`src/rtl/systolic_sequencer.sv`:
```
// rtl/systolic_sequencer.sv - job sequencer: operand skew, flush/wait timing, drain framing
module systolic_sequencer #(
  parameter int SYS_ARRAY_SIZE     = 4,
  parameter int DATA_WIDTH         = 16,
  parameter int DRAIN_CHANNEL_SIZE = 2,
  parameter int K_MAX              = 256,
  parameter int DRAIN_WAIT         = 6,
  localparam int N  = SYS_ARRAY_SIZE,
  localparam int DW = DATA_WIDTH,
  localparam int DC = DRAIN_CHANNEL_SIZE,
  localparam int KW = $clog2(K_MAX + 1),
  localparam int IW = $clog2(2 * N)
) (
  input  logic            clk_i,
  input  logic            rst_i,
  input  logic            start_valid_i,
  output logic            start_ready_o,
  input  logic [KW-1:0]   k_len_i,
  input  logic            in_valid_i,
  output logic            in_ready_o,
  input  logic [N*DW-1:0] a_col_i,
  input  logic [N*DW-1:0] b_row_i,
  output logic [N*DW-1:0] a_data_o,
  output logic [N-1:0]    a_valid_o,
  output logic [N-1:0]    a_last_o,
  output logic [N*DW-1:0] b_data_o,
  output logic [N-1:0]    b_valid_o,
  output logic [N-1:0]    b_last_o,
  input  logic [DC*DW-1:0] c_i,
  output logic            res_valid_o,
  output logic [DC*DW-1:0] res_data_o,
  output logic [IW-1:0]   res_idx_o,
  output logic            res_last_o,
  output logic            busy_o,
  output logic            done_o
);

  localparam int CMAX = (N > DRAIN_WAIT) ? N : DRAIN_WAIT;
  localparam int CW   = $clog2(CMAX + 1);

  typedef enum logic [2:0] {
    S_IDLE, S_FEED, S_FLUSH, S_WAIT, S_DRAIN, S_DONE_ZERO
  } state_t;

  state_t        state, state_nxt;
  logic [KW-1:0] k_len, kcnt, k_sat;
  logic [CW-1:0] cnt;
  logic [IW-1:0] idx;
  logic          start_fire, beat_fire, beat_last;

  assign start_fire = start_valid_i && (state == S_IDLE);
  assign beat_fire  = in_valid_i && (state == S_FEED);
  assign beat_last  = beat_fire && (kcnt == k_len - KW'(1));
  // Out-of-contract lengths clamp instead of wrapping.
  assign k_sat      = (k_len_i > KW'(K_MAX)) ? KW'(K_MAX) : k_len_i;

  always_ff @(posedge clk_i) begin
    if (rst_i) begin
      state <= S_IDLE;
      k_len <= '0;
      kcnt  <= '0;
      cnt   <= '0;
      idx   <= '0;
    end else begin
      state <= state_nxt;
      if (start_fire) begin
        k_len <= k_sat;
        kcnt  <= '0;
      end else if (beat_fire) begin
        kcnt <= kcnt + KW'(1);
      end
      if (state != state_nxt)
        cnt <= '0;
      else if (state == S_FLUSH || state == S_WAIT)
        cnt <= cnt + CW'(1);
      if (state == S_DRAIN)
        idx <= (state_nxt == S_DRAIN) ? idx + IW'(1) : '0;
    end
  end

  always_comb begin
    state_nxt     = state;
    start_ready_o = 1'b0;
    in_ready_o    = 1'b0;
    busy_o        = 1'b1;
    res_valid_o   = 1'b0;
    res_last_o    = 1'b0;
    done_o        = 1'b0;
    case (state)
      S_IDLE: begin
        start_ready_o = 1'b1;
        busy_o        = 1'b0;
        if (start_fire)
          state_nxt = (k_sat == '0) ? S_DONE_ZERO : S_FEED;
      end
      S_FEED: begin
        in_ready_o = 1'b1;
        if (beat_last)
          state_nxt = S_FLUSH;
      end
      S_FLUSH: if (cnt == CW'(N - 1)) state_nxt = S_WAIT;
      S_WAIT:  if (cnt == CW'(DRAIN_WAIT - 1)) state_nxt = S_DRAIN;
      S_DRAIN: begin
        res_valid_o = 1'b1;
        if (idx == IW'(2 * N - 1)) begin
          res_last_o = 1'b1;
          done_o     = 1'b1;
          state_nxt  = S_IDLE;
        end
      end
      S_DONE_ZERO: begin
        done_o    = 1'b1;
        state_nxt = S_IDLE;
      end
      default: state_nxt = S_IDLE;
    endcase
    res_data_o = res_valid_o ? c_i : '0;
    res_idx_o  = res_valid_o ? idx : '0;
  end

  // Lane i is i+1 registers deep; non-accepted cycles enter as zero bubbles.
  for (genvar i = 0; i < N; i++) begin : g_lane
    logic [DW-1:0] a_q [0:i];
    logic [DW-1:0] b_q [0:i];
    logic          v_q [0:i];
    logic          l_q [0:i];

    always_ff @(posedge clk_i) begin
      if (rst_i) begin
        for (int s = 0; s <= i; s++) begin
          a_q[s] <= '0;
          b_q[s] <= '0;
          v_q[s] <= 1'b0;
          l_q[s] <= 1'b0;
        end
      end else begin
        a_q[0] <= beat_fire ? a_col_i[i*DW +: DW] : '0;
        b_q[0] <= beat_fire ? b_row_i[i*DW +: DW] : '0;
        v_q[0] <= beat_fire;
        l_q[0] <= beat_last;
        for (int s = 1; s <= i; s++) begin
          a_q[s] <= a_q[s-1];
          b_q[s] <= b_q[s-1];
          v_q[s] <= v_q[s-1];
          l_q[s] <= l_q[s-1];
        end
      end
    end

    assign a_data_o[i*DW +: DW] = a_q[i];
    assign b_data_o[i*DW +: DW] = b_q[i];
    assign a_valid_o[i]         = v_q[i];
    assign b_valid_o[i]         = v_q[i];
    assign a_last_o[i]          = l_q[i];
    assign b_last_o[i]          = l_q[i];
  end

endmodule

```
`config.mk`:
```
export PLATFORM = sky130hd
export DESIGN_NAME = systolic_sequencer
export DESIGN_NICKNAME = d
export VERILOG_FILES = /design/src/rtl/systolic_sequencer.sv
export SDC_FILE = /design/constraint.sdc
export NUM_CORES = 1
export LEC_CHECK = 0
export CORE_MARGIN = 2
export CORE_UTILIZATION = 35
export DETAILED_ROUTE_END_ITERATION = 8
export GPL_TIMING_DRIVEN = 0
export HOLD_SLACK_MARGIN = 0.15
export PLACE_DENSITY = 0.72
export SKIP_LAST_GASP = 1
export SLEW_MARGIN = 40
export SYNTH_ARGS = -nofsm -noshare
export SYNTH_HDL_FRONTEND = slang
export SYNTH_SLANG_ARGS = --single-unit
export TNS_END_PERCENT = 30
```
`constraint.sdc`:
```
create_clock -name clk_i -period 3.6 [get_ports clk_i]
set_input_delay 0.36 -clock clk_i [delete_from_list [all_inputs] [get_ports clk_i]]
set_output_delay 0.36 -clock clk_i [all_outputs]
set_load 0.02 [all_outputs]
```
After elaboration in Yosys (flattened, before gate mapping)
Memories as Yosys holds them, arrays and structs flattened.
Cells that the tools add are included.

word-level totals
  bits in registers = 27
  latch bits = 0
  memory bits (writable) = 340
  bits in read-only memories = 0
  input bits = 173
  output and inout bits = 185
  logic and storage cells = 158
  memories = 16

cells by class
  add/sub/neg operators = 4
  multiply operators = 0
  div/mod/pow operators = 0
  $lt $le $gt $ge = 1
  equality and inequality tests = 11
  shift operators = 0
  multiplexer cells = 73
  bitwise gates (word level) = 36
  reduce and logical (&&, ||, !) cells = 12

memory list
  name           depth  bits a word  rd ports  clocked after memory_dff  write ports  RTL line  RTL
  g_lane[3].a_q  4      16           4         0                         4            123       logic [DW-1:0] a_q [0:i];
  g_lane[3].b_q  4      16           4         0                         4            124       logic [DW-1:0] b_q [0:i];
  g_lane[2].a_q  3      16           3         0                         3            123
  g_lane[2].b_q  3      16           3         0                         3            124
  g_lane[1].a_q  2      16           2         0                         2            123
  g_lane[1].b_q  2      16           2         0                         2            124
  +10 memories   -      -            -         -                         -            -

operator list
  operator               number
  $mux W16               28
  $or A1 B1 Y1           36
  $mux W1                33
  $mux W32               1
  $reduce_or A16 Y1      2
  $mux W3                8
  $eq A3 B3 Y1 const B   5
  $pmux W3 S5            1
  $add A9 B1 Y9 const B  1
  $eq A3 B2 Y1 const B   3
  $eq A9 B9 Y1           1
  $gt A9 B9 Y1 const B   1
  $logic_not A9 Y1       1
  $mux W9                1
  $sub A9 B1 Y9 const B  1
  $add A3 B1 Y3 const B  2
  $reduce_or A2 Y1       2
  $eq A3 B1 Y1 const B   1
  $logic_and A1 B1 Y1    3
  $logic_not A3 Y1       1
  $ne A3 B3 Y1           1
  $pmux W1 S2            1
  $reduce_or A1 Y1       2
  $logic_or A1 B1 Y1     1

Depth between registers and ports, before layout
  word-level depth = 8
  gate-level depth with buffers = 7

Worst setup path before layout
No wires, ideal clock.

  kind = flip-flop to flip-flop
  start = reg k_len[0]
  end = reg state[0]
  setup time = 0.122 ns
  arrival = 2.112 ns
  slack = 1.366 ns
  cell stages (with the launch flop) = 8
  buffers on the path = 0
  clock period less this slack = 2.234 ns
  cell sequence = dfxtp_1 -> inv_1 -> ha_1 -> nand2_1 -> or4_2 -> a222oi_1 -> nand2_1 -> o311a_1

on the way
  cells in the longest elaborated chain, start to end = 5

ends and longest elaborated chain
  item                    RTL line  RTL
  start, declared         46        logic [KW-1:0] k_len, kcnt, k_sat;
  start signal, assigned  67        k_len <= k_sat;
  $sub A9 B1 Y9           53        assign beat_last = beat_fire && (kcnt == k_len - KW'(1));
  $eq A9 B9 Y1            53
  $logic_and A1 B1 Y1     53
  $mux W3                 98        if (beat_last)
  $pmux W3 S5             89        case (state)
  end signal, assigned    65        state <= state_nxt;
  end, declared           45        state_t state, state_nxt;

No other way between the ends.
A chain may end at the register's enable or synchronous reset.

Final worst setup path
  start = reg state[2]
  end = out res_data_o[26]

on the way
  cells in the longest elaborated chain, start to end = 3

ends and longest elaborated chain
  item           RTL line  RTL
  $eq A3 B3 Y1   89
  $mux W1        89
  $mux W32       117       res_data_o = res_valid_o ? c_i : '0;
  end, declared  31        output logic [DC*DW-1:0] res_data_o,

No other way between the ends.

==> out/metrics.csv <==
metric;value;unit
synth.distinct_cells;48;
pwr-share-seq;47.6;%
p_leak;7.07;nW
track_usage;16.3;%
first_iter_violations;319;
synth_top_area_share;62.9;%
p_switching;1.76;mW
clk_latency;0.50;ns
period_minus_slack;3.21;ns
synth_nets;1208;
final_nets;1605;
drv_slew;0;
cts_hold_buf;0;
drc;0;
relSlewSlack;43.4;%
crit_path_cell_trace;nand2b_1, or2_1, clkbuf_1, inv_2, clkbuf_1, and2_1, clkdlybuf4s50_1;
fmaxAchievable;312;MHz
ioPinCount;358;
start_kind;flip-flop;
gp_congestion;0.821;
dieHeight;184;µm
vias;8055;
wl_per_cell;15.1;µm
portBuffers;357;
syn_area;11300;µm²
power.internal;6.66;mW
cts_tree;done;
hold_class;reg -> reg;
synth_flop_cell;dfxtp_1;
syn_area_per_cell;11.0;µm²
crit_type;reg -> out;
p_clk_share;46.5;%
yosysSeqAreaShare;62.9;%
reg2reg_depth;7;
synth-async-reset-ratio;0;%
n_antenna_cell;0;
crit_end;res_data_o[26];
status;finished clean;
cp-end-kind;primary output;
clkTransAtPathRegs;0.06;ns
syn_inst;1028;
nFillCells;2792;
cp-startpoint;state[2]$_SDFF_PP0_;
setup_violations;0;
finalSetupTns;0;ns
netlist_top_cells_area;dfxtp_1 (63%), nor2b_1 (11%), and3_1 (7.2%);
dieWidth;184;µm
p_per_area;505;nW/µm²
start_util;35.6;%
required;3.24;ns
ys_ff_latch;355;
yosysTopAreaCell;dfxtp_1;
core_area;31700;µm²
worstPathMaxFanout;12;
syn_to_final_growth;47.5;%
first_global_vias;8172;
crit_path_top_delay_cell;clkdlybuf4s50_1;
rsz0062_at_grt;no;
viasPerCell;4.35;
r2r-end;state[0]$_SDFF_PP0_;
dp_hpwl;20.9;mm
critical-path-max-stage-delay;0.61;ns
grt_max_degree;15;
cap_violations;0;
antenna_found_initial;2;
first_pass_iters;4;
finalCritPeriodShare;89.1;%
reg2reg_slack;1.09;ns
ctsResizeCount;0;
ctsRootBufferMaster;clkbuf_16;
htreeDepth;2;
switching_share;20.9;%
cts_buffers;39;
final_common_cell;clkdlybuf4s50_1;
tightest_slew;0.849;ns
fin_skew;0.0110;ns
layout_common_cells;clkdlybuf4s50_1 (357), dfxtp_1 (355), nor2b_1 (199), and3_1 (130), buf_4 (90);
cts_setup_buffers;0;
ant_nets;0;
synth_edf_count;0;
drive_above_1_share;11.3;%
r2r-start;k_len[0]$_SDFFE_PP0P_;
grt_overflow;0;
hold_viol;0;
arrival;2.85;ns
path_common_cell;clkbuf_1;
cts_buffer_depth;3;
vdd_drop_max;0.298;mV
comb_power_share;5.9;%
rows;65;
cts.sinks;355;
report.power.total;8.42;mW
wl;27.9;mm
fp.dieArea;33800;µm²
yosysWarnings;0;
grt_pass1_wl;42.6;mm
## final cells by class
cell class	instances	area, µm²	area share, %
Sequential cell	355	7110	42.6
Timing Repair Buffer	357	3570	21.4
Multi-Input combinational cell	512	3270	19.6
Clock buffer	50	1070	6.40
Buffer	151	910	5.46
Tap cell	402	503	3.02
Clock inverter	17	210	1.26
Inverter	9	33.8	0.203
## cell usage after synthesis, drive strengths merged (4+ instances only)
library cell  number
nand3              8
a21oi              9
dfxtp            355
and2              38
inv                9
nor3               5
xor2               8
clkbuf            60
o21ai              6
or4                4
nor4               7
nor2b            199
nor2              22
buf               92
nand2             18
ha                 7
and3             130
xnor2             11
## flip-flops by register name, summed over array words and instances (netlist names)
| name | count |
|---|---|
| g_lane.b_q | 160 |
| kcnt | 9 |
| state | 3 |
| g_lane.v_q | 4 |
| k_len | 9 |
| idx | 3 |
| cnt | 3 |
| g_lane.l_q | 4 |
| g_lane.a_q | 160 |
## power groups by stage
stage               Combinational, mW  Sequential, mW  Clock, mW
finish                          0.494            4.01       3.92
global route                    0.534            4.01       4.20
CTS                             0.499            4.01       4.03
detailed placement              0.497            4.09          0
global placement                0.487            4.09          0
floorplan                       0.185            4.10          0
## per-stage QoR
| stage | std cells | setup slack [ns] | utilization, % | area (µm²) | hold WS, ns |
|---|---|---|---|---|---|
| after floorplan | 1028 | 1.37 | - | 11300 | 0.414 |
| after global placement | 1787 | 0.0990 | 48.5 | 15400 | 0.415 |
| after detailed placement | 1787 | 0.707 | 48.6 | 15400 | 0.420 |
| after CTS | 1854 | 0.158 | 52.6 | 16700 | 0.415 |
| after global routing | 1853 | 0.202 | 52.6 | 16700 | 0.417 |
| final | 1853 | 0.391 | 52.6 | 16700 | 0.425 |
## critical path: cells and delay by family, from the launching register on
kind	cells	cell delay, ns
DFF	1	0.50
buffers and inverters	4	1.29
and+or+nand+nor	3	0.54
## kinds of logic after synthesis
| family | synth area share [%] |
|---|---|
| xor gates and xnor gates | 1.47 |
| muxes | 0.0885 |
| and+or+nand+nor | 24.4 |
| DFF | 62.9 |
| AOI/OAI and AO/OA | 2.08 |
| buffers and inverters | 8.35 |
| adders and majority gates | 0.775 |
## worst min path at each step
stage,depth (start not counted),from,slack [ns],endpoint
floorplan,1,g_lane[1].a_q[0][0]$_SDFF_PP0_,0.41,g_lane[1].a_q[0][16]$_SDFF_PP0_
global placement,1,g_lane[1].b_q[0][12]$_SDFF_PP0_,0.42,g_lane[1].b_q[0][28]$_SDFF_PP0_
detailed placement,1,g_lane[2].a_q[0][29]$_SDFF_PP0_,0.42,g_lane[2].a_q[0][45]$_SDFF_PP0_
CTS,2,a_col_i[59],0.41,g_lane[3].a_q[0][11]$_SDFF_PP0_
global route,2,a_col_i[3],0.42,g_lane[0].a_q[0][3]$_SDFF_PP0_
finish,1,g_lane[3].a_q[2][15]$_SDFF_PP0_,0.42,g_lane[3].a_q[3][15]$_SDFF_PP0_
## layer usage
metal	GRT usage, %	part of all wire, %	vias up
li1	-	-	4029
met1	18.7	41	3667
met2	28.5	49	289
met3	4.95	7.5	66
met4	6.08	3.2	4
met5	0	0.093	-
(Power assumes the default switching activity.)
==> RTL edit, RTL diff (same settings) <==
The 6 states of `state_t` get a Gray code encoding in 3 bits.
--- a/src/rtl/systolic_sequencer.sv
+++ b/src/rtl/systolic_sequencer.sv
@@ -41,3 +41,3 @@
   typedef enum logic [2:0] {
-    S_IDLE, S_FEED, S_FLUSH, S_WAIT, S_DRAIN, S_DONE_ZERO
+    S_IDLE = 3'b000, S_FEED = 3'b001, S_FLUSH = 3'b011, S_WAIT = 3'b010, S_DRAIN = 3'b110, S_DONE_ZERO = 3'b111
   } state_t;
Function: no difference found for any inputs over 4 cycles, from zero or initial values and one cycle with rst_i high; so few cycles prove little.
==> RTL edit against the original RTL <==
Setup slack gained 0.18 ns. Sequential power barely moved. Cell area down 0.13%. Combinational power decreased by 6.7%. Clock power about the same. Sequential share of layout area increased by 0.058 points. Area after synthesis decreased by 0.27%. Synthesized cell count shrank 1.9%. Routed wire length shrank 12%. Sequential cell count stayed put. Cell count fell by 0.92%. Total power is 0.16% lower. Core utilization increased by 0.064 points. Critical endpoint is now res_data_o[19].
==> RTL edit: results <==
set metrics [dict create \
    yosysUniqueCellTypes 49 \
    use_met2_pct 25.5 \
    ys_seq_area_share_pct 63.0 \
    synthAdderAreaFrac_pct 0.777 \
    ff2ff_setup_slack_ns 1.55 \
    holdPathStages 2 \
    peakVddDrop_uv 325 \
    nonClkBufAreaFrac_pct 26.8 \
    hold_path_class "in2reg" \
    met2_length_mm 12.0 \
    clock_buffers 56 \
    grt_pass1_vias 7473 \
    relSlewSlack_pct 53.0 \
    crit_start "state[1]$_SDFF_PP0_" \
    muxShareOfSynthArea_pct 0.0888 \
    multi_input_area_share_pct 19.5 \
    wl_met1_mm 9.73 \
    multiInputGateArea_um2 3250 \
    synth-compound-area-share_pct 2.27 \
    hold_end "g_lane[3].b_q[0][0]$_SDFF_PP0_" \
    syn_nets 1188 \
    crit_end "res_data_o[19]" \
    nFillCells 2710 \
    status "completed" \
    drive_gt1_share_pct 12.8 \
    grt_pass1_wl_mm 38.4 \
    vias_per_cell 4.04 \
    drt_wl_total_mm 24.5 \
]
[RTL edit: cell types whose count changed in the layout (fill, tap and decap cells not counted), moves of 4 or more]
| cell | unedited run | this run |
|---|---|---|
| nor4_1 | 6 | 2 |
| and2_1 | 38 | 164 |
| buf_2 | 2 | 17 |
| clkbuf_1 | 63 | 34 |
| and3_1 | 130 | 4 |
| nand3_1 | 8 | 3 |
| nand3b_1 | 2 | 6 |
[RTL edit: power groups by stage]
stage / registers (mW) / clock network [mW] / logic [mW]
after CTS: 4.02 / 4.05 / 0.470
after detailed placement: 4.11 / 0 / 0.467
after global routing: 4.02 / 4.23 / 0.501
after global placement: 4.10 / 0 / 0.462
after floorplan: 4.11 / 0 / 0.169
final: 4.02 / 3.93 / 0.461
[RTL edit: stage by stage]
step	setup WS [ns]	instances	hold slack (ns)
global placement	1.07	1767	0.417
finish	0.568	1836	0.410
floorplan	1.72	1008	0.414
CTS	0.548	1835	0.386
global route	0.406	1836	0.393
detailed placement	1.07	1767	0.420
